--- config.mk ---
export PLATFORM = sky130hd
export DESIGN_NAME = alu_bist_flat
export DESIGN_NICKNAME = d
export VERILOG_FILES = /design/src/rtl/alu_bist_if.sv /design/src/rtl/alu_bist.sv /design/src/flat_wrapper.sv
export SDC_FILE = /design/constraint.sdc
export NUM_CORES = 1
export LEC_CHECK = 0
export CORE_MARGIN = 2
export CORE_UTILIZATION = 42
export DETAILED_ROUTE_END_ITERATION = 10
export PLACE_DENSITY = 0.77
export SETUP_SLACK_MARGIN = 0.2
export SKIP_LAST_GASP = 1
export SLEW_MARGIN = 20
export SYNTH_ARGS = -nofsm -noshare
export SYNTH_HDL_FRONTEND = slang
export SYNTH_SLANG_ARGS = --single-unit
export TNS_END_PERCENT = 100
--- constraint.sdc ---
create_clock -name clk -period 2.4 [get_ports clk]
set_input_delay 0.48 -clock clk [delete_from_list [all_inputs] [get_ports clk]]
set_output_delay 0.48 -clock clk [all_outputs]
set_load 0.05 [all_outputs]
--- src/rtl/alu_bist_if.sv ---
`default_nettype none
// ============================================================================
// Module   : alu_bist_pkg / alu_bist_if
// Brief    : ALU opcode encoding and the operand/result bus the BIST drives.
// Revision : 1.0
// ============================================================================

package alu_bist_pkg;

    typedef enum logic [3:0] {
        ALU_ADD      = 4'd0,
        ALU_SUB      = 4'd1,
        ALU_SHIFT_L  = 4'd2,
        ALU_SHIFT_RL = 4'd3,
        ALU_SHIFT_RA = 4'd4,
        ALU_SET_LT   = 4'd5,
        ALU_SET_LTU  = 4'd6,
        ALU_XOR      = 4'd7,
        ALU_OR       = 4'd8,
        ALU_AND      = 4'd9,
        ALU_PASS_A   = 4'd10,
        ALU_PASS_B   = 4'd11,
        ALU_PC_INC   = 4'd12
    } alu_ctrl_e;

    typedef struct packed {
        alu_ctrl_e   op;
        logic [31:0] a;
        logic [31:0] b;
        logic [31:0] exp;
    } vec_t;

endpackage

interface alu_bist_if;
    import alu_bist_pkg::*;

    alu_ctrl_e   alu_op;
    logic [31:0] in_a;
    logic [31:0] in_b;
    logic [31:0] result;
    logic        zero;

    // master: the BIST sequencer; slave: the ALU under test
    modport master (output alu_op, output in_a, output in_b,
                    input  result, input  zero);
    modport slave  (input  alu_op, input  in_a, input  in_b,
                    output result, output zero);
endinterface

`default_nettype wire

--- src/rtl/alu_bist.sv ---
`default_nettype none
// ============================================================================
// Module   : alu_bist
// Brief    : Self-test sequencer: walks a 16-entry golden vector table through
//            the ALU and reports pass/fail, error count and first failing index.
// Revision : 1.0
// ============================================================================

module alu_bist
    import alu_bist_pkg::*;
#(
    parameter int SETTLE       = 1,
    parameter int STOP_ON_FAIL = 0
) (
    input  wire logic       clk,
    input  wire logic       reset,
    input  wire logic       start_i,
    alu_bist_if.master      alu,
    output logic            busy_o,
    output logic            done_o,
    output logic            pass_o,
    output logic [4:0]      err_count_o,
    output logic [3:0]      fail_index_o
);

    localparam logic [2:0] C_SETTLE = 3'(SETTLE);
    localparam logic       C_STOP   = (STOP_ON_FAIL != 0);

    typedef enum logic [1:0] {
        S_IDLE   = 2'd0,
        S_RUN    = 2'd1,
        S_FINISH = 2'd2
    } state_e;

    state_e      state_q,  state_d;
    logic [3:0]  idx_q,    idx_d;
    logic [2:0]  settle_q, settle_d;
    logic [4:0]  err_q,    err_d;
    logic [3:0]  fail_q,   fail_d;
    logic        pass_q,   pass_d;

    vec_t        w_vec;
    logic        w_mismatch;

    function automatic vec_t vec_lookup(input logic [3:0] i);
        vec_t v;
        case (i)
            4'd0:  v = '{ALU_ADD,      32'h00000001, 32'hFFFFFFFE, 32'hFFFFFFFF};
            4'd1:  v = '{ALU_ADD,      32'hFFFFFFFF, 32'hFFFFFFFF, 32'hFFFFFFFE};
            4'd2:  v = '{ALU_SUB,      32'h00000000, 32'h00000000, 32'h00000000};
            4'd3:  v = '{ALU_SUB,      32'h00000000, 32'hFFFFFFFF, 32'h00000001};
            4'd4:  v = '{ALU_SHIFT_L,  32'hFDCDEF1F, 32'h00000010, 32'hEF1F0000};
            4'd5:  v = '{ALU_SHIFT_RL, 32'hFDCDEF1F, 32'h00000010, 32'h0000FDCD};
            4'd6:  v = '{ALU_SHIFT_RA, 32'hFDCDEF1F, 32'h40000010, 32'hFFFFFDCD};
            4'd7:  v = '{ALU_SET_LT,   32'hFFFFFFFB, 32'hFFFFFFFF, 32'h00000001};
            4'd8:  v = '{ALU_SET_LT,   32'hFFFFFFFB, 32'hFFFFFFDE, 32'h00000000};
            4'd9:  v = '{ALU_SET_LTU,  32'h00000001, 32'hFFFFFFFB, 32'h00000001};
            4'd10: v = '{ALU_XOR,      32'hFF0000FF, 32'hFFFF0F00, 32'h00FF0FFF};
            4'd11: v = '{ALU_OR,       32'hFF0000FF, 32'hFFFF0F00, 32'hFFFF0FFF};
            4'd12: v = '{ALU_AND,      32'hFF0000FF, 32'hFFFF0F00, 32'hFF000000};
            4'd13: v = '{ALU_PASS_A,   32'hAAAAAAAA, 32'hBBBBBBBB, 32'hAAAAAAAA};
            4'd14: v = '{ALU_PASS_B,   32'hAAAAAAAA, 32'hBBBBBBBB, 32'hBBBBBBBB};
            4'd15: v = '{ALU_PC_INC,   32'h00000000, 32'hBBBBBBBB, 32'h00000004};
        endcase
        return v;
    endfunction

    assign w_vec      = vec_lookup(idx_q);
    assign w_mismatch = (alu.result != w_vec.exp) || (alu.zero != (w_vec.exp == 32'd0));

    // Operands fall back to a benign ADD 0,0 whenever no vector is active
    assign alu.alu_op = (state_q == S_RUN) ? w_vec.op : ALU_ADD;
    assign alu.in_a   = (state_q == S_RUN) ? w_vec.a  : 32'd0;
    assign alu.in_b   = (state_q == S_RUN) ? w_vec.b  : 32'd0;

    assign busy_o       = (state_q == S_RUN);
    assign done_o       = (state_q == S_FINISH);
    assign pass_o       = pass_q;
    assign err_count_o  = err_q;
    assign fail_index_o = fail_q;

    always_ff @(posedge clk) begin
        if (reset) begin
            state_q  <= S_IDLE;
            idx_q    <= 4'd0;
            settle_q <= 3'd0;
            err_q    <= 5'd0;
            fail_q   <= 4'd0;
            pass_q   <= 1'b0;
        end else begin
            state_q  <= state_d;
            idx_q    <= idx_d;
            settle_q <= settle_d;
            err_q    <= err_d;
            fail_q   <= fail_d;
            pass_q   <= pass_d;
        end
    end

    always_comb begin
        state_d  = state_q;
        idx_d    = idx_q;
        settle_d = settle_q;
        err_d    = err_q;
        fail_d   = fail_q;
        pass_d   = pass_q;

        case (state_q)
            S_IDLE: begin
                if (start_i) begin
                    state_d  = S_RUN;
                    idx_d    = 4'd0;
                    settle_d = 3'd0;
                    err_d    = 5'd0;
                    fail_d   = 4'd0;
                    pass_d   = 1'b0;
                end
            end

            S_RUN: begin
                if (settle_q == C_SETTLE) begin
                    if (w_mismatch) begin
                        if (err_q != 5'd31) begin
                            err_d = err_q + 5'd1;
                        end
                        // err_q only returns to zero on a new start, so zero means first miss
                        if (err_q == 5'd0) begin
                            fail_d = idx_q;
                        end
                    end
                    if ((idx_q == 4'd15) || (w_mismatch && C_STOP)) begin
                        state_d = S_FINISH;
                        pass_d  = (err_d == 5'd0);
                    end else begin
                        idx_d    = idx_q + 4'd1;
                        settle_d = 3'd0;
                    end
                end else begin
                    settle_d = settle_q + 3'd1;
                end
            end

            S_FINISH: begin
                state_d = S_IDLE;
            end

            default: begin
                state_d = S_IDLE;
            end
        endcase
    end

endmodule

`default_nettype wire

--- src/flat_wrapper.sv ---
// flat-port wrapper written by rule: the top's interface ports become plain ports
module alu_bist_flat import alu_bist_pkg::*;
#(
    parameter int SETTLE       = 1,
    parameter int STOP_ON_FAIL = 0
)
  (clk, reset, start_i, busy_o, done_o, pass_o, err_count_o, fail_index_o, alu_alu_op, alu_in_a, alu_in_b, alu_result, alu_zero);
  alu_bist_if alu_i ();
  input  wire logic clk;
  input  wire logic reset;
  input  wire logic start_i;
  output logic busy_o;
  output logic done_o;
  output logic pass_o;
  output logic [4:0] err_count_o;
  output logic [3:0] fail_index_o;
  output wire logic [$bits(alu_i.alu_op)-1:0] alu_alu_op;
  output wire logic [$bits(alu_i.in_a)-1:0] alu_in_a;
  output wire logic [$bits(alu_i.in_b)-1:0] alu_in_b;
  input wire logic [$bits(alu_i.result)-1:0] alu_result;
  input wire logic [$bits(alu_i.zero)-1:0] alu_zero;
  assign alu_alu_op = alu_i.alu_op;
  assign alu_in_a = alu_i.in_a;
  assign alu_in_b = alu_i.in_b;
  assign alu_i.result = alu_result;
  assign alu_i.zero = alu_zero;
  alu_bist #(.SETTLE(SETTLE), .STOP_ON_FAIL(STOP_ON_FAIL)) u_core (.clk(clk), .reset(reset), .start_i(start_i), .alu(alu_i), .busy_o(busy_o), .done_o(done_o), .pass_o(pass_o), .err_count_o(err_count_o), .fail_index_o(fail_index_o));
endmodule
# == Word-level counts from Yosys, hierarchy flattened ==
# Memories as Yosys holds them, arrays and structs flattened. A register that Yosys moved wholly into a read port is not among the register bits.
# Cells that the tools add are included.
# totals
register_bits,19
latchBits,0
mem_bits_rw,0
rom_bits,1600
in_bits,36
output_inout_bits,80
word_cells,68
mem_count,1
# mem_list
memory,depth,word_bits,rd,rd_ports_with_merged_regs,write_ports,line,text
(no name shown),16,100,1,1,0,alu_bist.sv:47,case (i)
# classes
addsub,3
mul,0
div_mod_pow,0
n_lt_le_gt_ge,0
n_eq_ne,14
n_shift,0
muxes,32
bitwise_logic,0
n_reduce_logical,12
# op_table
operator,count
2-to-1 mux 32 bit,2
2-to-1 mux 4 bit,9
zero test 32 bit,1
!= test 32 bit,1
2-to-1 mux 5 bit,6
one-hot mux 4 bit (2 select lines),2
zero test 5 bit,2
one-hot mux 5 bit (2 select lines),1
2-to-1 mux 3 bit,3
AND reduction 3 bit,3
"!= test 2 x 1 -> 1 bit, second input constant",4
AND reduction 4 bit,2
2-to-1 mux 2 bit,3
one-hot mux 3 bit (2 select lines),1
"adder 5 x 1 -> 5 bit, second input constant",1
"!= test 5 bit, second input constant",1
AND reduction 5 bit,1
"adder 4 x 1 -> 4 bit, second input constant",1
"== test 4 bit, second input constant",1
"!= test 2 bit, second input constant",2
one-hot mux 2 bit (2 select lines),1
"adder 3 x 1 -> 3 bit, second input constant",1
"== test 3 x 1 -> 1 bit, second input constant",1
2-to-1 mux 1 bit,3
8 further kinds,8

# == Logic depth before layout (Yosys ltp) ==
# Gate-level depths: netlist (run 1).
# depth
ltp_word,10
mapped_depth,11
ltp_nobuf,10

# == Worst setup path before layout (run 1) ==
# Ideal clock, no wire load.
# synth_timing
kind,flip-flop to output port
startpoint,register u_core.state_q[0]
endpoint,output port alu_in_a[24]
arrival_ns,2.198
path_slack_ns,-0.278
stages_incl_launch_ff,5
n_path_buf,2
cell_sequence,dfxtp_1 > nor2b_1 > clkbuf_1 > and2_1 > buf_4
# synth_between
elab_chain_len,2
# synth_lines
element,line,text
start: declaration,alu_bist.sv:35,"state_e state_q, state_d;"
start signal: assignment,alu_bist.sv:91,state_q <= state_d;
== test 2 x 1 -> 1 bit,n/a,
via busy_o,flat_wrapper.sv:12,output logic busy_o;
2-to-1 mux 32 bit,alu_bist.sv:73,assign alu.in_a = (state_q == S_RUN) ? w_vec.a : 32'd0;
end: declaration,flat_wrapper.sv:18,output wire logic [$bits(alu_i.in_a)-1:0] alu_in_a;
# The timed path passes the listed nets, and every way through them passes these cells.

# == Worst setup path after layout (run 1) ==
# layout_timing
startpoint,register u_core.w_vec[12] (netlist name)
endpoint,"register u_core.fail_q[0], in the netlist u_core.fail_index_o[0]"
# layout_between
elab_chain_len,5
# layout_lines
element,line,text
zero test 32 bit,alu_bist.sv:69,assign w_mismatch = (alu.result != w_vec.exp) || (alu.zero != (w_vec.exp == 32'd0));
!= test 1 bit,alu_bist.sv:69,
logical OR 1 bit (*),alu_bist.sv:69,
!= test 2 x 1 -> 1 bit (no source line) (*),n/a,
AND reduction 5 bit (no source line) (*),n/a,
end signal: assignment,alu_bist.sv:95,fail_q <= fail_d;
end: declaration,alu_bist.sv:39,"logic [3:0] fail_q, fail_d;"
# Every way passes the cells marked *; elsewhere a longest branch is shown, timed or not.
# A chain may end at the register's enable or synchronous reset.

==> impl_metrics.env, run 1 <==
export IMPL_status="finished, final reports clean"
export IMPL_track_usage_pct=24.8
export IMPL_ios=116
export IMPL_antenna_found_initial=0
export IMPL_synth_area_um2=3560
export IMPL_ctsHoldBuffers=0
export IMPL_clock_sinks=61
export IMPL_clk_pin_slew_ns=0.08
export IMPL_setup_viol=0
export IMPL_die_h_um=96.1
export IMPL_layout_drive_gt1_share_pct=46.5
export IMPL_synth_compound_area_share_pct=18.4
export IMPL_dpl_worst_slack_ns=-0.403
export IMPL_peakVddDrop_v=0.000349
export IMPL_drt_wl_total_um=12600
export IMPL_rsz0062_at_grt="yes"
export IMPL_fin_crit_sh_pct=91.8
export IMPL_synth_xor_area_share_pct=5.16
export IMPL_synthTopCellsByArea="dfxtp_1 (34%), buf_4 (9.7%), xnor2_1 (4.7%)"
export IMPL_layout_common_cells="buf_12 (72), buf_4 (69), dfxtp_1 (45), nand2_1 (29), a21oi_1 (18)"
export IMPL_wl_per_cell_um=19.1
export IMPL_avgViaCountPerCell=5.46
export IMPL_crit_arrival_ns=2.43
export IMPL_crit_chain="nor4_4 > nand4_1 > or3_4 > and4_4 > buf_6 > o31ai_4 > a21oi_2 > buf_4 > a22o_1"
export IMPL_skew_ns=0.0134
export IMPL_end_kind="register"
export IMPL_clk_latency_ns=0.34
export IMPL_yosysWarnings=0
export IMPL_yosys_area_top_type="dfxtp_1"
export IMPL_path_max_fanout=7
export IMPL_crit_type="register to register"
export IMPL_hold_viol=0
export IMPL_muxShareOfSynthArea_pct=2.07
export IMPL_slew_headroom_pct=65.8
export IMPL_gr_max_usage_layer="met2"
export IMPL_final_common_cell="buf_12"
export IMPL_synth_top_area_share_pct=34.3
export IMPL_seq_area_frac_synth_pct=34.3
export IMPL_grt_max_degree=18
export IMPL_final_antenna_net_count=0
export IMPL_dieArea_um2=9240
export IMPL_use_met2_pct=43.0
export IMPL_htree_levels=3
export IMPL_maxCapViolCount=0
export IMPL_async_reset_ff_share_pct=0
export IMPL_syn_avg_cell_area_um2=8.76
export IMPL_ys_ff_latch=61
export IMPL_clk_path_buf_depth=2
export IMPL_yosys_area_share_adder_pct=3.86
export IMPL_initial_core_util_pct=43.4
export IMPL_yosysUniqueCellTypes=64
export IMPL_synth_edf_count=0
export IMPL_fmax_mhz=454
export IMPL_slowest_delay_ns=0.36
export IMPL_firstDrtPassIters=5
export IMPL_core_um2=8220
export IMPL_cts_made_buffers=9
export IMPL_cts_root_buf="clkbuf_8"
export IMPL_slew_violations=0
export IMPL_grt_pass1_vias=3578
export IMPL_yosys_area_share_simple_pct=22.7
export IMPL_grt_overflow=0
export IMPL_slowest_stage="or3_4"
export IMPL_post_dp_hpwl_um=8150
export IMPL_die_w_um=96.1
export IMPL_worst_slew_pin_slew_ns=0.509
export IMPL_cts_tree="yes"
export IMPL_syn_to_final_growth_pct=78.9
export IMPL_final_min_clock_period_ns=2.20
export IMPL_yosys_most_used_dff="dfxtp_1"
export IMPL_portBuffers=115
export IMPL_num_rows=33
export IMPL_timing_critical_path_buf_inv=2
export IMPL_vias=3612
export IMPL_synth_cells=407
export IMPL_p_leak_nw=2.75
export IMPL_crit_family="simple AND/OR/NAND/NOR gates"
export IMPL_cp_required_ns=2.63
export IMPL_nNetsFinal=599
export IMPL_cp_start_kind="register"
export IMPL_synth_top_family_by_area="simple AND/OR/NAND/NOR gates"
export IMPL_hold_path_class="register to register"
export IMPL_power_density_nw_per_um2=430
export IMPL_grt_use_met3_pct=4.86
export IMPL_gp_congestion=0.955
export IMPL_layout_setup_ws_ns=0.197
export IMPL_drc_errors=0
export IMPL_use_met1_pct=29.4
export IMPL_drt_iter0_drc=251
export IMPL_antenna_cells=0
export IMPL_grt_pass1_wl_um=17700
export IMPL_finalPower_w=0.00274
export IMPL_syn_nets=454
-- registers in the layout, indices dropped and copies added, names as in the netlist --
name / count
u_core.err_count_o: 5
u_core.state_q: 2
u_core.fail_index_o: 4
u_core.idx_q: 4
u_core.settle_q: 3
u_core.w_vec: 42
u_core.pass_o: 1
-- synthesized netlist by cell type, types with 8 or more instances --
cell type,n
and2_1,24
o21ai_1,8
ha_1,11
o21ai_0,15
inv_1,10
buf_4,46
nand3_1,8
a21oi_1,20
xnor2_1,19
nor3_1,16
nor2_1,19
nand4_1,9
nand2_1,29
nor4_1,9
dfxtp_1,61
-- through the flow --
step	hold WS [ns]	std cells	setup TNS (ns)	area, um2	util [%]
4_1_cts	0.463	654	0	6050	73.7
3_5_place_dp	0.448	625	-11.68	5610	68.3
6_report	0.461	662	0	6380	77.6
5_1_grt	0.484	662	0	6380	77.6
2_1_floorplan	0.486	407	0	3640	-
3_3_place_gp	0.445	625	-8.86	5610	68.3
-- worst paths after layout --
kind,slack [ns],depth (start not counted),end,startpoint
hold / removal,0.46,2,u_core.pass_o,u_core.pass_o
hold reg to reg,0.46,2,u_core.pass_o,u_core.pass_o
setup / recovery,0.20,9,u_core.fail_index_o[0],u_core.w_vec[12]
setup reg to reg,0.20,9,u_core.fail_index_o[0],u_core.w_vec[12]
-- timing repair --
item	CTS	global route
setup buffers	12	7
gates resized for setup	47	59
endpoints found under the setup margin	100	81
gates cloned	1	1
endpoints found under the hold margin	0	0
pin swaps	19	35
-- area by class of cell --
type                    count  area, um2
multi-input cells         274       2200
inverters                  14       67.6
well taps                 105        131
clock inverters             7       90.1
flip-flops and latches     61       1250
repair buffers            192       2510
fillers                   486       1840
clock buffers               9        124
-- power by group --
part	switching (W)	internal, W	total (W)
clock network	0.000424	0.000579	0.00100
logic	0.000365	0.000335	0.000699
registers	0.0000138	0.00103	0.00104
total	0.000803	0.00194	0.00274
-- worst min-delay path: cells and delay by family (launching register included) --
family | cells | cell delay, ns
DFF | 1 | 0.32
and+or+nand+nor | 1 | 0.05
AOI/OAI and AO/OA | 1 | 0.05
-- per-layer routing --
| metal | routed length, um | vias to the layer above |
|---|---|---|
| li1 | - | 1685 |
| met1 | 4790 | 1737 |
| met2 | 6620 | 160 |
| met4 | 373 | 0 |
| met5 | 0 | - |
| met3 | 847 | 30 |
-- cell families (layout without fill, tap and decap cells) --
group / after synthesis / count (layout)
AO/OA/AOI/OAI: 90 / 90
XOR/XNOR: 21 / 21
adder cells (fa/ha/maj): 11 / 11
buffers and inverters: 72 / 222
flip-flops: 61 / 61
multiplexers: 6 / 6
AND/OR/NAND/NOR: 146 / 146
Power figures use the tool's default switching activity.
==> run 2: changes to the inputs <==
--- a/config.mk
+++ b/config.mk
@@ -11,7 +11,6 @@
 export PLACE_DENSITY = 0.77
 export SETUP_SLACK_MARGIN = 0.2
 export SKIP_LAST_GASP = 1
-export SLEW_MARGIN = 20
 export SYNTH_ARGS = -nofsm -noshare
 export SYNTH_HDL_FRONTEND = slang
 export SYNTH_SLANG_ARGS = --single-unit
==> results of run 2 <==
Final layout, timing and power as in run 1 (identical DEF).
==> run 3: changes to the inputs <==
--- a/config.mk
+++ b/config.mk
@@ -9,7 +9,6 @@
 export CORE_UTILIZATION = 42
 export DETAILED_ROUTE_END_ITERATION = 10
 export PLACE_DENSITY = 0.77
-export SETUP_SLACK_MARGIN = 0.2
 export SKIP_LAST_GASP = 1
 export SYNTH_ARGS = -nofsm -noshare
 export SYNTH_HDL_FRONTEND = slang
==> run 3 against run 2 <==
The run now ends with negative setup slack left. Setup slack worse by 0.21 ns. Combinational power down 5.2%. Clock-buffer cell count unchanged. Routed wire length down 14%. Final area down 5.7%. Critical endpoint is now u_core.w_vec[84].
==> impl_metrics.env, run 3 (synthesis results as in run 1) <==
export IMPL_dp_cells=635
export IMPL_drc_errors=0
export IMPL_cts_root_buf="clkbuf_8"
export IMPL_die_w_um=96.1
export IMPL_antenna_found_initial=0
export IMPL_final_min_clock_period_ns=2.41
export IMPL_layout_drive_gt1_share_pct=38.4
export IMPL_final_common_cell="buf_12"
export IMPL_crit_top_cell="buf_4"
export IMPL_rsz0062_at_grt="yes"
export IMPL_dpl_worst_slack_ns=-0.434
export IMPL_final_cells=655
export IMPL_hold_path_class="register to register"
export IMPL_end_kind="register"
export IMPL_clk_pin_slew_ns=0.07
export IMPL_crit_chain="clkdlybuf4s50_1 > and2b_4 > o221ai_4 > buf_4 > o21a_1 > buf_4 > nor3_1 > o2bb2ai_2 > a22o_1 > buf_4"
export IMPL_worst_slew_pin_slew_ns=0.501
export IMPL_peakVddDrop_v=0.000331
export IMPL_crit_arrival_ns=2.71
export IMPL_nNetsFinal=592
export IMPL_num_rows=33
export IMPL_antenna_cells=0
export IMPL_cp_endpoint="u_core.w_vec[84]"
export IMPL_layout_setup_ws_ns=-0.00999
export IMPL_r2r_start="u_core.settle_q[1]"
export IMPL_clock_sinks=61
export IMPL_slew_headroom_pct=66.5
export IMPL_p_leak_nw=2.43
export IMPL_post_dp_hpwl_um=8250
export IMPL_grt_pass1_wl_um=16700
export IMPL_vias=3515
export IMPL_reg2reg_to="u_core.w_vec[84]"
export IMPL_avgViaCountPerCell=5.37
export IMPL_initial_core_util_pct=43.4
export IMPL_cp_start_kind="input pin"
export IMPL_track_usage_pct=23.6
export IMPL_dieArea_um2=9240
export IMPL_ctsHoldBuffers=0
export IMPL_maxCapViolCount=0
export IMPL_wl_per_cell_um=16.6
export IMPL_setup_viol=2
export IMPL_status="complete, but fails checks"
export IMPL_slowest_stage="clkdlybuf4s50_1"
export IMPL_fmax_mhz=415
export IMPL_grt_max_degree=26
export IMPL_hold_start="u_core.fail_index_o[3]"
export IMPL_final_antenna_net_count=0
export IMPL_cp_required_ns=2.70
export IMPL_clk_latency_ns=0.35
export IMPL_ios=116
export IMPL_htree_levels=3
export IMPL_cts_tree="yes"
export IMPL_regArea_um2=1220
export IMPL_violations="negative setup slack"
export IMPL_skew_ns=0.00732
export IMPL_path_max_fanout=6
export IMPL_reg2reg_slack_ns=0.08
export IMPL_largest_reg_flops=42
export IMPL_grt_overflow=0
export IMPL_layout_common_cells="buf_12 (70), buf_4 (68), dfxtp_1 (59), clkdlybuf4s50_1 (45), nand2_1 (29)"
export IMPL_crit_type="input pin to register"
export IMPL_clk_path_buf_depth=2
export IMPL_die_h_um=96.1
export IMPL_firstDrtPassIters=5
export IMPL_whs_ns=0.488
export IMPL_reg2reg_depth=9
export IMPL_slew_violations=0
export IMPL_cts_made_buffers=9
export IMPL_drt_iter0_drc=265
export IMPL_syn_to_final_growth_pct=68.8
export IMPL_hold_viol=0
export IMPL_multi_input_comb_area_um2=1990
export IMPL_startpoint="start_i"
export IMPL_portBuffers=115
export IMPL_drt_wl_total_um=10900
export IMPL_gp_congestion=0.946
export IMPL_fin_crit_sh_pct=100
export IMPL_slowest_delay_ns=0.48
export IMPL_core_um2=8220
export IMPL_grt_pass1_vias=3459
export IMPL_power_density_nw_per_um2=451
export IMPL_nFillCells=525
## run 3: changes by cell type in the layout (fill, tap and decap cells not counted), sizes merged
cell	previous run	this run
buf	146	140
dlygate4sd2	12	0
clkinvlp	2	1
inv	13	14
dlymetal6s2s	17	0
clkdlybuf4s50	16	45
clkbuf	10	9
## run 3: routing by layer
metal | GRT usage (%) | vias to the layer above | share of wire, %
met2 | 40.4 | 183 | 51
met1 | 28.5 | 1638 | 38
met5 | 0 | - | 0
met3 | 5.79 | 24 | 8.7
met4 | 8.57 | 0 | 2.0
li1 | - | 1670 | -
## run 3: power by group
part / switching [W] / internal, W / leakage, nW / total, W
combinational: 0.000343 / 0.000321 / 1.82 / 0.000663
clock: 0.000421 / 0.000589 / 0.110 / 0.00101
sequential: 0.0000110 / 0.00103 / 0.494 / 0.00104
total: 0.000775 / 0.00194 / 2.43 / 0.00271
## run 3: stage by stage
step	instance area [um2]	total power [W]	setup TNS, ns	util (%)
floorplan	3580	0.00140	0	-
global placement	5640	0.00170	-9.01	68.7
detailed placement	5640	0.00171	-11.57	68.7
CTS	5920	0.00272	0	72.0
global route	6020	0.00280	-0.164	73.2
finish	6020	0.00271	-0.0138	73.2
## run 3: cell type report
class	instances	share of cell area (%)
clock buffer	9	2.06
clock inverter	7	1.64
inverter	14	1.12
multi-input combinational	274	33.0
sequential	61	20.3
tap	105	2.18
timing repair buffer	185	39.6
## run 3: worst min-delay path by stage
| stage | depth (start not counted) | endpoint |
|---|---|---|
| CTS | 1 | u_core.fail_index_o[3] |
| global placement | 2 | u_core.pass_o |
| global route | 1 | u_core.fail_index_o[3] |
| finish | 1 | u_core.fail_index_o[3] |
| floorplan | 2 | u_core.settle_q[2] |
| detailed placement | 2 | u_core.pass_o |
## run 3: worst max-delay path, delay by kind of cell
family | cells | cell delay, ns
buffers and inverters | 4 | 0.93
AOI/OAI and AO/OA | 4 | 0.70
and+or+nand+nor | 2 | 0.59
## run 3: what timing repair did
item	in CTS	in global routing
endpoints found under the setup margin	14	81
pin swaps	2	5
buffers inserted	1	3
endpoints found under the hold margin	0	0
gates resized for setup	8	21
